**src/rtl/spi_responder.sv**
```systemverilog
// SPI mode-0 responder fronting a 32 x 8 register file: a command byte selects
// start address and direction, then data bytes stream in or out with auto-increment.
module spi_responder #(
  parameter int SYNC_STAGES = 2
) (
  input  logic       clk_clk,
  input  logic       reset_reset_n,
  input  logic       spi_sclk,
  input  logic       spi_mosi,
  input  logic       spi_ss_n,
  output logic       spi_miso,
  output logic       spi_miso_oe,
  input  logic [7:0] status_in,
  input  logic [4:0] local_addr,
  output logic [7:0] local_rdata,
  output logic       wr_strobe,
  output logic [4:0] wr_addr,
  output logic [7:0] wr_data,
  output logic       frame_err
);

  localparam logic [1:0] ST_IDLE = 2'd0;
  localparam logic [1:0] ST_CMD  = 2'd1;
  localparam logic [1:0] ST_DATA = 2'd2;

  logic [SYNC_STAGES-1:0] sclk_sync_q;
  logic [SYNC_STAGES-1:0] mosi_sync_q;
  logic [SYNC_STAGES-1:0] ss_sync_q;
  logic                   sclk_prev_q;
  logic                   ss_prev_q;

  logic       sclk_s, mosi_s, ss_s;
  logic       sclk_rise_s, sclk_fall_s, ss_fall_s, ss_rise_s;
  logic [7:0] rx_byte_s;
  logic [4:0] ptr_inc_s;
  logic       reg_we_s;

  logic [1:0] state_q, state_d;
  logic [2:0] bit_cnt_q, bit_cnt_d;
  logic [7:0] rx_sh_q, rx_sh_d;
  logic [7:0] tx_sh_q, tx_sh_d;
  logic [4:0] ptr_q, ptr_d;
  logic       dir_q, dir_d;
  logic       miso_q, miso_d;
  logic       oe_q, oe_d;
  logic       wr_strobe_q, wr_strobe_d;
  logic [4:0] wr_addr_q, wr_addr_d;
  logic [7:0] wr_data_q, wr_data_d;
  logic       frame_err_q, frame_err_d;
  logic [7:0] local_rdata_q;
  logic [7:0] regs_q [32];

  // Select syncs reset low so a select already held low at reset release is not seen as a fall.
  always_ff @(posedge clk_clk) begin
    if (!reset_reset_n) begin
      sclk_sync_q <= {SYNC_STAGES{1'b0}};
      mosi_sync_q <= {SYNC_STAGES{1'b0}};
      ss_sync_q   <= {SYNC_STAGES{1'b0}};
      sclk_prev_q <= 1'b0;
      ss_prev_q   <= 1'b0;
    end else begin
      sclk_sync_q <= {sclk_sync_q[SYNC_STAGES-2:0], spi_sclk};
      mosi_sync_q <= {mosi_sync_q[SYNC_STAGES-2:0], spi_mosi};
      ss_sync_q   <= {ss_sync_q[SYNC_STAGES-2:0], spi_ss_n};
      sclk_prev_q <= sclk_s;
      ss_prev_q   <= ss_s;
    end
  end

  assign sclk_s      = sclk_sync_q[SYNC_STAGES-1];
  assign mosi_s      = mosi_sync_q[SYNC_STAGES-1];
  assign ss_s        = ss_sync_q[SYNC_STAGES-1];
  assign sclk_rise_s = sclk_s & ~sclk_prev_q;
  assign sclk_fall_s = ~sclk_s & sclk_prev_q;
  assign ss_fall_s   = ~ss_s & ss_prev_q;
  assign ss_rise_s   = ss_s & ~ss_prev_q;
  assign rx_byte_s   = {rx_sh_q[6:0], mosi_s};
  assign ptr_inc_s   = ptr_q + 5'd1;

  // Frame sequencing; a completing byte is processed before a coincident deselect.
  always_comb begin
    state_d     = state_q;
    bit_cnt_d   = bit_cnt_q;
    rx_sh_d     = rx_sh_q;
    tx_sh_d     = tx_sh_q;
    ptr_d       = ptr_q;
    dir_d       = dir_q;
    miso_d      = miso_q;
    oe_d        = oe_q;
    wr_strobe_d = 1'b0;
    wr_addr_d   = wr_addr_q;
    wr_data_d   = wr_data_q;
    frame_err_d = 1'b0;
    reg_we_s    = 1'b0;
    if (state_q == ST_IDLE) begin
      if (ss_fall_s) begin
        state_d   = ST_CMD;
        miso_d    = status_in[7];
        tx_sh_d   = {status_in[6:0], 1'b0};
        rx_sh_d   = 8'h00;
        bit_cnt_d = 3'd0;
        oe_d      = 1'b1;
      end else begin
        state_d = ST_IDLE;
      end
    end else begin
      if (sclk_rise_s) begin
        rx_sh_d   = rx_byte_s;
        bit_cnt_d = bit_cnt_q + 3'd1;
        if (bit_cnt_q == 3'd7) begin
          case (state_q)
            ST_CMD: begin
              state_d = ST_DATA;
              dir_d   = rx_byte_s[1];
              ptr_d   = rx_byte_s[7:3];
              tx_sh_d = rx_byte_s[1] ? 8'h00 : regs_q[rx_byte_s[7:3]];
            end
            ST_DATA: begin
              if (dir_q) begin
                reg_we_s    = 1'b1;
                wr_strobe_d = 1'b1;
                wr_addr_d   = ptr_q;
                wr_data_d   = rx_byte_s;
                tx_sh_d     = 8'h00;
              end else begin
                tx_sh_d = regs_q[ptr_inc_s];
              end
              ptr_d = ptr_inc_s;
            end
            default: state_d = ST_IDLE;
          endcase
        end else begin
          state_d = state_q;
        end
      end else if (sclk_fall_s) begin
        miso_d  = tx_sh_q[7];
        tx_sh_d = {tx_sh_q[6:0], 1'b0};
      end else begin
        miso_d = miso_q;
      end
      if (ss_rise_s) begin
        state_d     = ST_IDLE;
        oe_d        = 1'b0;
        miso_d      = 1'b0;
        frame_err_d = (bit_cnt_d != 3'd0);
        bit_cnt_d   = 3'd0;
        rx_sh_d     = 8'h00;
        tx_sh_d     = 8'h00;
      end else begin
        oe_d = oe_q;
      end
    end
  end

  // Control and output registers.
  always_ff @(posedge clk_clk) begin
    if (!reset_reset_n) begin
      state_q     <= ST_IDLE;
      bit_cnt_q   <= 3'd0;
      rx_sh_q     <= 8'h00;
      tx_sh_q     <= 8'h00;
      ptr_q       <= 5'd0;
      dir_q       <= 1'b0;
      miso_q      <= 1'b0;
      oe_q        <= 1'b0;
      wr_strobe_q <= 1'b0;
      wr_addr_q   <= 5'd0;
      wr_data_q   <= 8'h00;
      frame_err_q <= 1'b0;
    end else begin
      state_q     <= state_d;
      bit_cnt_q   <= bit_cnt_d;
      rx_sh_q     <= rx_sh_d;
      tx_sh_q     <= tx_sh_d;
      ptr_q       <= ptr_d;
      dir_q       <= dir_d;
      miso_q      <= miso_d;
      oe_q        <= oe_d;
      wr_strobe_q <= wr_strobe_d;
      wr_addr_q   <= wr_addr_d;
      wr_data_q   <= wr_data_d;
      frame_err_q <= frame_err_d;
    end
  end

  // Register file; the local port reads pre-write contents on a same-cycle collision.
  always_ff @(posedge clk_clk) begin
    if (!reset_reset_n) begin
      for (int i = 0; i < 32; i++) begin
        regs_q[i] <= 8'h00;
      end
      local_rdata_q <= 8'h00;
    end else begin
      if (reg_we_s) begin
        regs_q[ptr_q] <= rx_byte_s;
      end
      local_rdata_q <= regs_q[local_addr];
    end
  end

  assign spi_miso    = miso_q;
  assign spi_miso_oe = oe_q;
  assign wr_strobe   = wr_strobe_q;
  assign wr_addr     = wr_addr_q;
  assign wr_data     = wr_data_q;
  assign frame_err   = frame_err_q;
  assign local_rdata = local_rdata_q;

endmodule
```
**config.mk**
```make
export PLATFORM = sky130hd
export DESIGN_NAME = spi_responder
export DESIGN_NICKNAME = d
export VERILOG_FILES = /design/src/rtl/spi_responder.sv
export SDC_FILE = /design/constraint.sdc
export NUM_CORES = 1
export LEC_CHECK = 0
export ABC_CLOCK_PERIOD_IN_PS = 4000
export BUFFER_PORTS_ARGS = -buffer_cell sky130_fd_sc_hd__buf_2
export CAP_MARGIN = 40
export CORE_ASPECT_RATIO = 1.4
export CORE_MARGIN = 2
export CORE_UTILIZATION = 64
export DETAILED_ROUTE_END_ITERATION = 8
export HOLD_SLACK_MARGIN = 0.15
export PLACE_DENSITY_LB_ADDON = 0.1
export SLEW_MARGIN = 20
export SYNTH_ARGS = -nofsm -noshare
export SYNTH_HDL_FRONTEND = slang
export SYNTH_SLANG_ARGS = --single-unit
```
**constraint.sdc**
```tcl
create_clock -name clk_clk -period 4 [get_ports clk_clk]
set_input_delay 0.8 -clock clk_clk [delete_from_list [all_inputs] [get_ports clk_clk]]
set_output_delay 0.8 -clock clk_clk [all_outputs]
set_load 0.02 [all_outputs]
```
Yosys cells after proc, flatten, opt, wreduce, memory -nomap -nowiden
Memory sizes are Yosys's and may differ from the RTL's. A register that Yosys moved wholly into a read port is not among the register bits.
Cells that the tools add are included.
Cells by class
  add/subtract/negate cells: 2
  equal/unequal tests: 8
  muxes and demuxes: 47
  bitwise gates (word level): 11
  reduce and logical (&&, ||, !) cells: 19
Operator list (count)
  $mux W8: 9
  $mux W7: 4
  $mux W1: 19
  $pmux W8 S2: 1
  $mux W3: 5
  $mux W5: 3
  $reduce_and A4 Y1: 3
  $reduce_bool A3 Y1: 4
  $pmux W5 S2: 1
  $mux W2: 4
  $reduce_or A8 Y1: 1
  $not A1 Y1: 7
  $reduce_and A3 Y1: 2
  $add A5 B1 Y5 const B: 1
  $ne A5 B1 Y1 const B: 1
  $reduce_and A5 Y1: 1
  $and A1 B1 Y1: 4
  $ne A4 B1 Y1 const B: 1
  $pmux W2 S2: 1
  $reduce_and A2 Y1: 2
  $reduce_bool A2 Y1: 2
  $reduce_bool A4 Y1: 1
  $add A3 B1 Y3 const B: 1
  $eq A3 B3 Y1 const B: 1
  8 further kinds: 8
Word-level totals
  bits in registers: 51
  bits in writable memories: 256
  output and inout bits: 25
  memories: 1
Memories
  regs_q: words 32, width 8, rd ports 3, clocked after memory_dff 2, wr ports 32, RTL line 51  | logic [7:0] regs_q [32];

Depth between registers and ports, before layout
  depth in word-level cells: 10
  depth in mapped cells: 14
  depth with buffers taken out: 8

Worst setup path before layout
OpenSTA, ideal clock, no wires.
  kind: register to register
  start point: register ptr_q[0]
  end point: register tx_sh_q[6]
  library setup time: 122 ps
  arrival time: 3211 ps
  required time: 3878 ps
  slack: 668 ps
  cell stages (with the launch flop): 14
  buffers on the path: 6
  clock period less this slack: 3332 ps
  cell sequence: dfxtp_1 -> buf_2 -> buf_6 -> buf_4 -> buf_2 -> inv_1 -> ha_1 -> buf_2 -> buf_1 -> mux4_2 -> mux2_2 -> o21ai_0 -> o22ai_1 -> o311a_1
Between the ends
  word-level cells in the longest chain between the ends: 8
Ends and longest elaborated chain
  start, declared: RTL line 42  | logic [4:0] ptr_q, ptr_d;
  start signal, assigned: RTL line 175  | ptr_q <= ptr_d;
  $add A5 B1 Y5: RTL line 78  | assign ptr_inc_s = ptr_q + 5'd1;
  $mem_v2 Z32 W8
  $mux W8: RTL line 119  | if (dir_q) begin
  $pmux W8 S2: RTL line 111  | case (state_q)
  $mux W8: RTL line 110  | if (bit_cnt_q == 3'd7) begin
  $mux W8: RTL line 107  | if (sclk_rise_s) begin
  $mux W8: RTL line 141  | if (ss_rise_s) begin
  $mux W8: RTL line 95  | if (state_q == ST_IDLE) begin
  end signal, assigned: RTL line 174  | tx_sh_q <= tx_sh_d;
  end, declared: RTL line 41  | logic [7:0] tx_sh_q, tx_sh_d;
Every way passes these cells. The select of a mux whose other input is x is not followed.
A chain may end at the register's enable or synchronous reset.

Final worst setup path
  start point: register ptr_q[1]
  end point: register tx_sh_q[7]
The elaborated chain is that of the path after synthesis.

==> flow_summary.json <==
{
  "status": "finished, final reports clean",
  "die_h_um": 206,
  "drt_wl_total_um": 55900,
  "start_util": 0.645,
  "clock_latency_ns": 0.59,
  "cts_buffers": 30,
  "wl_per_cell_um": 30.8,
  "routabilityCongestion": 1.02,
  "grt_use_total": 0.375,
  "skew_ns": 0.0143,
  "dp_cells": 1755,
  "synth-compound-area-share": 0.0537,
  "cp.arrival_ns": 3.59,
  "netlist.area_leader.share": 0.411,
  "cp_num_buf_inv": 1,
  "cts_max_level": 1,
  "powerDensity_nw_per_um2": 359,
  "fillerInstances": 1970,
  "synth_xor_area_frac": 0.00234,
  "synthSimpleGateAreaFrac": 0.135,
  "hp-class": "primary input to flip-flop",
  "irDropWorstVdd_mv": 0.336,
  "hpwl_um": 40000,
  "multi_input_area_um2": 9090,
  "ctsHoldBuffers": 0,
  "fin_util": 0.712,
  "cts_tree": "done",
  "crit_type": "flip-flop to flip-flop",
  "post-route-min-period_ns": 3.12,
  "clkSinkCount": 320,
  "tightest_slew_ns": 0.853,
  "finalSetupViolCount": 0,
  "drtIter0Drc": 1715,
  "rsz0062_at_grt": "false",
  "drive_above_1_share": 0.285,
  "grt_first_pass_wirelength_um": 83200,
  "io_pins": 43,
  "antenna_found_initial": 2,
  "post_cts_buffers": 0,
  "grt-ovfl-total": 0,
  "yosysTopAreaCell": "edfxtp_1",
  "cts_root_buffer": "clkbuf_16",
  "vias": 13200,
  "drcViolationCount": 0,
  "synth-seq-cells": 320,
  "clk_pin_slew_ns": 0.07,
  "yosysWarnings": 0,
  "ant_nets": 0,
  "rrSetupSlack_ns": 0.88,
  "end_kind": "flip-flop",
  "synthTopCellsByArea": "edfxtp_1 41%, mux4_2 25%, dfxtp_1 6.9%",
  "tns_ns": 0,
  "synthArstFlopShare": 0,
  "synth_top_family_by_area": "multiplexers",
  "vias_per_cell": 7.30,
  "cp_max_fo": 30,
  "cpMaxStageDelayCell": "ha_4",
  "power_leakage_nw": 6.68,
  "regArea_um2": 8980,
  "port_buffers": 42,
  "firstDrtPassIters": 5,
  "crit_path_max_incr_delay_ns": 0.60,
  "synth-seq-area-share": 0.480,
  "cap_viol_max_count": 0,
  "avgSynthCellArea_um2": 13.5,
  "die_area_um2": 30600,
  "slew_headroom": 0.425,
  "synthAdderAreaFrac": 0.00736,
  "required_ns": 4.48,
  "fmaxAchievable_mhz": 321,
  "whs_ns": 0.412,
  "hold_violations": 0,
  "cp-start-kind": "flip-flop",
  "cts_resized": 0,
  "synth_edf_count": 256,
  "core_area_um2": 29000,
  "final-max-slew-violation-count": 0,
  "path_cells": "inv_1 -> ha_4 -> mux4_2 -> mux2_2 -> o21ai_0 -> o22ai_1 -> o311a_1",
  "diodes": 0,
  "crit_family": "compound AO/OA/AOI/OAI gates",
  "area_growth_syn_to_layout_pct": 10.3,
  "syn_inst": 1381,
  "grt_max_degree": 69,
  "rows": 74,
  "synth_most_common_cell": "edfxtp_1",
  "final_nets": 1439,
  "ys.flop_type": "edfxtp_1",
  "grt_pass1_vias": 12900,
  "layout.cells.non_filler": 1814,
  "synth_commonest_cells": "256 x edfxtp_1, 207 x mux4_2, 204 x and2_1",
  "synth_mux_area_frac": 0.286,
  "cts_max_path_buffers": 3,
  "syn_nets": 1410,
  "fin_crit_sh": 0.779,
  "synth_cell_types": 51,
  "syn_area_um2": 18700,
  "die_x_um": 148
}
[cells by family (layout without fill, tap and decap cells)]
family,count (synthesis),after routing
buffers and inverters,149,202
flip-flops,320,320
AND/OR/NAND/NOR,471,471
AO/OA/AOI/OAI,161,161
adder cells (fa/ha/maj),11,11
XOR/XNOR,5,5
multiplexers,264,264
[final timing paths]
kind	start	end	cells after the start
setup / recovery	ptr_q[1]	tx_sh_q[7]	7
hold / removal	spi_ss_n	ss_sync_q[0]	2
setup reg to reg	ptr_q[1]	tx_sh_q[7]	7
hold reg to reg	mosi_sync_q[0]	mosi_sync_q[1]	1
[worst register-to-register path: cells and delay by family (launching register included)]
| kind | cells | cell delay (ns) |
|---|---|---|
| muxes | 2 | 0.90 |
| adders and majority gates | 1 | 0.60 |
| DFF | 1 | 0.42 |
| AOI/OAI and AO/OA | 3 | 0.98 |
| buffers and inverters | 1 | 0.12 |
[registers in the layout, indices dropped and copies added, names as in the netlist, named ones only]
name	cells
wr_addr	5
sclk_sync_q	2
state_q	2
frame_err	1
local_rdata	8
spi_miso	1
regs_q	256
bit_cnt_q	3
dir_q	1
mosi_sync_q	2
ss_sync_q	2
wr_data	8
spi_miso_oe	1
tx_sh_q	8
ss_prev_q	1
sclk_prev_q	1
wr_strobe	1
ptr_q	5
rx_sh_q	7
[layout make-up]
| type | instances | share of cell area |
|---|---|---|
| Tap cell | 380 | 0.0230 |
| Sequential cell | 320 | 0.435 |
| Clock inverter | 19 | 0.00855 |
| Clock buffer | 37 | 0.0387 |
| Timing Repair Buffer | 136 | 0.0518 |
| Multi-Input combinational cell | 912 | 0.441 |
| Inverter | 10 | 0.00182 |
[metal layers]
layer  part of all wire  GRT usage  up-vias  wire, µm
met3               0.11     0.0642      205      5970
met2               0.49      0.614      954     27500
li1                   -          -     5427         -
met1               0.33      0.474     6651     18400
met4              0.071      0.223        2      3980
met5            0.00014          0        -         8
[report_power, final]
part	switching, mW	total (mW)	internal, mW
Sequential	0.148	3.89	3.74
Clock	1.27	2.88	1.61
Combinational	0.313	0.633	0.319
[cell usage in the layout (no fill, tap or decap), types with 15 or more instances in the layout]
cell type / instances
buf_4: 84
nor3_1: 74
nand3_1: 16
nor2b_1: 24
nor2_1: 57
dfxtp_1: 58
mux4_2: 207
buf_2: 41
a21boi_0: 22
edfxtp_1: 256
o21ai_0: 72
mux2i_1: 41
nand2_1: 72
and2_1: 204
clkbuf_16: 31
a21oi_1: 15
[per-stage QoR]
stage	cell area, µm²	setup WS [ns]	total power, mW
3_3_place_gp	19500	0.980	4.54
2_1_floorplan	18700	0.668	4.29
4_1_cts	20500	0.957	7.38
3_5_place_dp	19600	0.933	4.56
5_1_grt	20600	0.684	7.55
6_report	20600	0.882	7.40
Note: power is estimated with default switching activity, not from simulation.
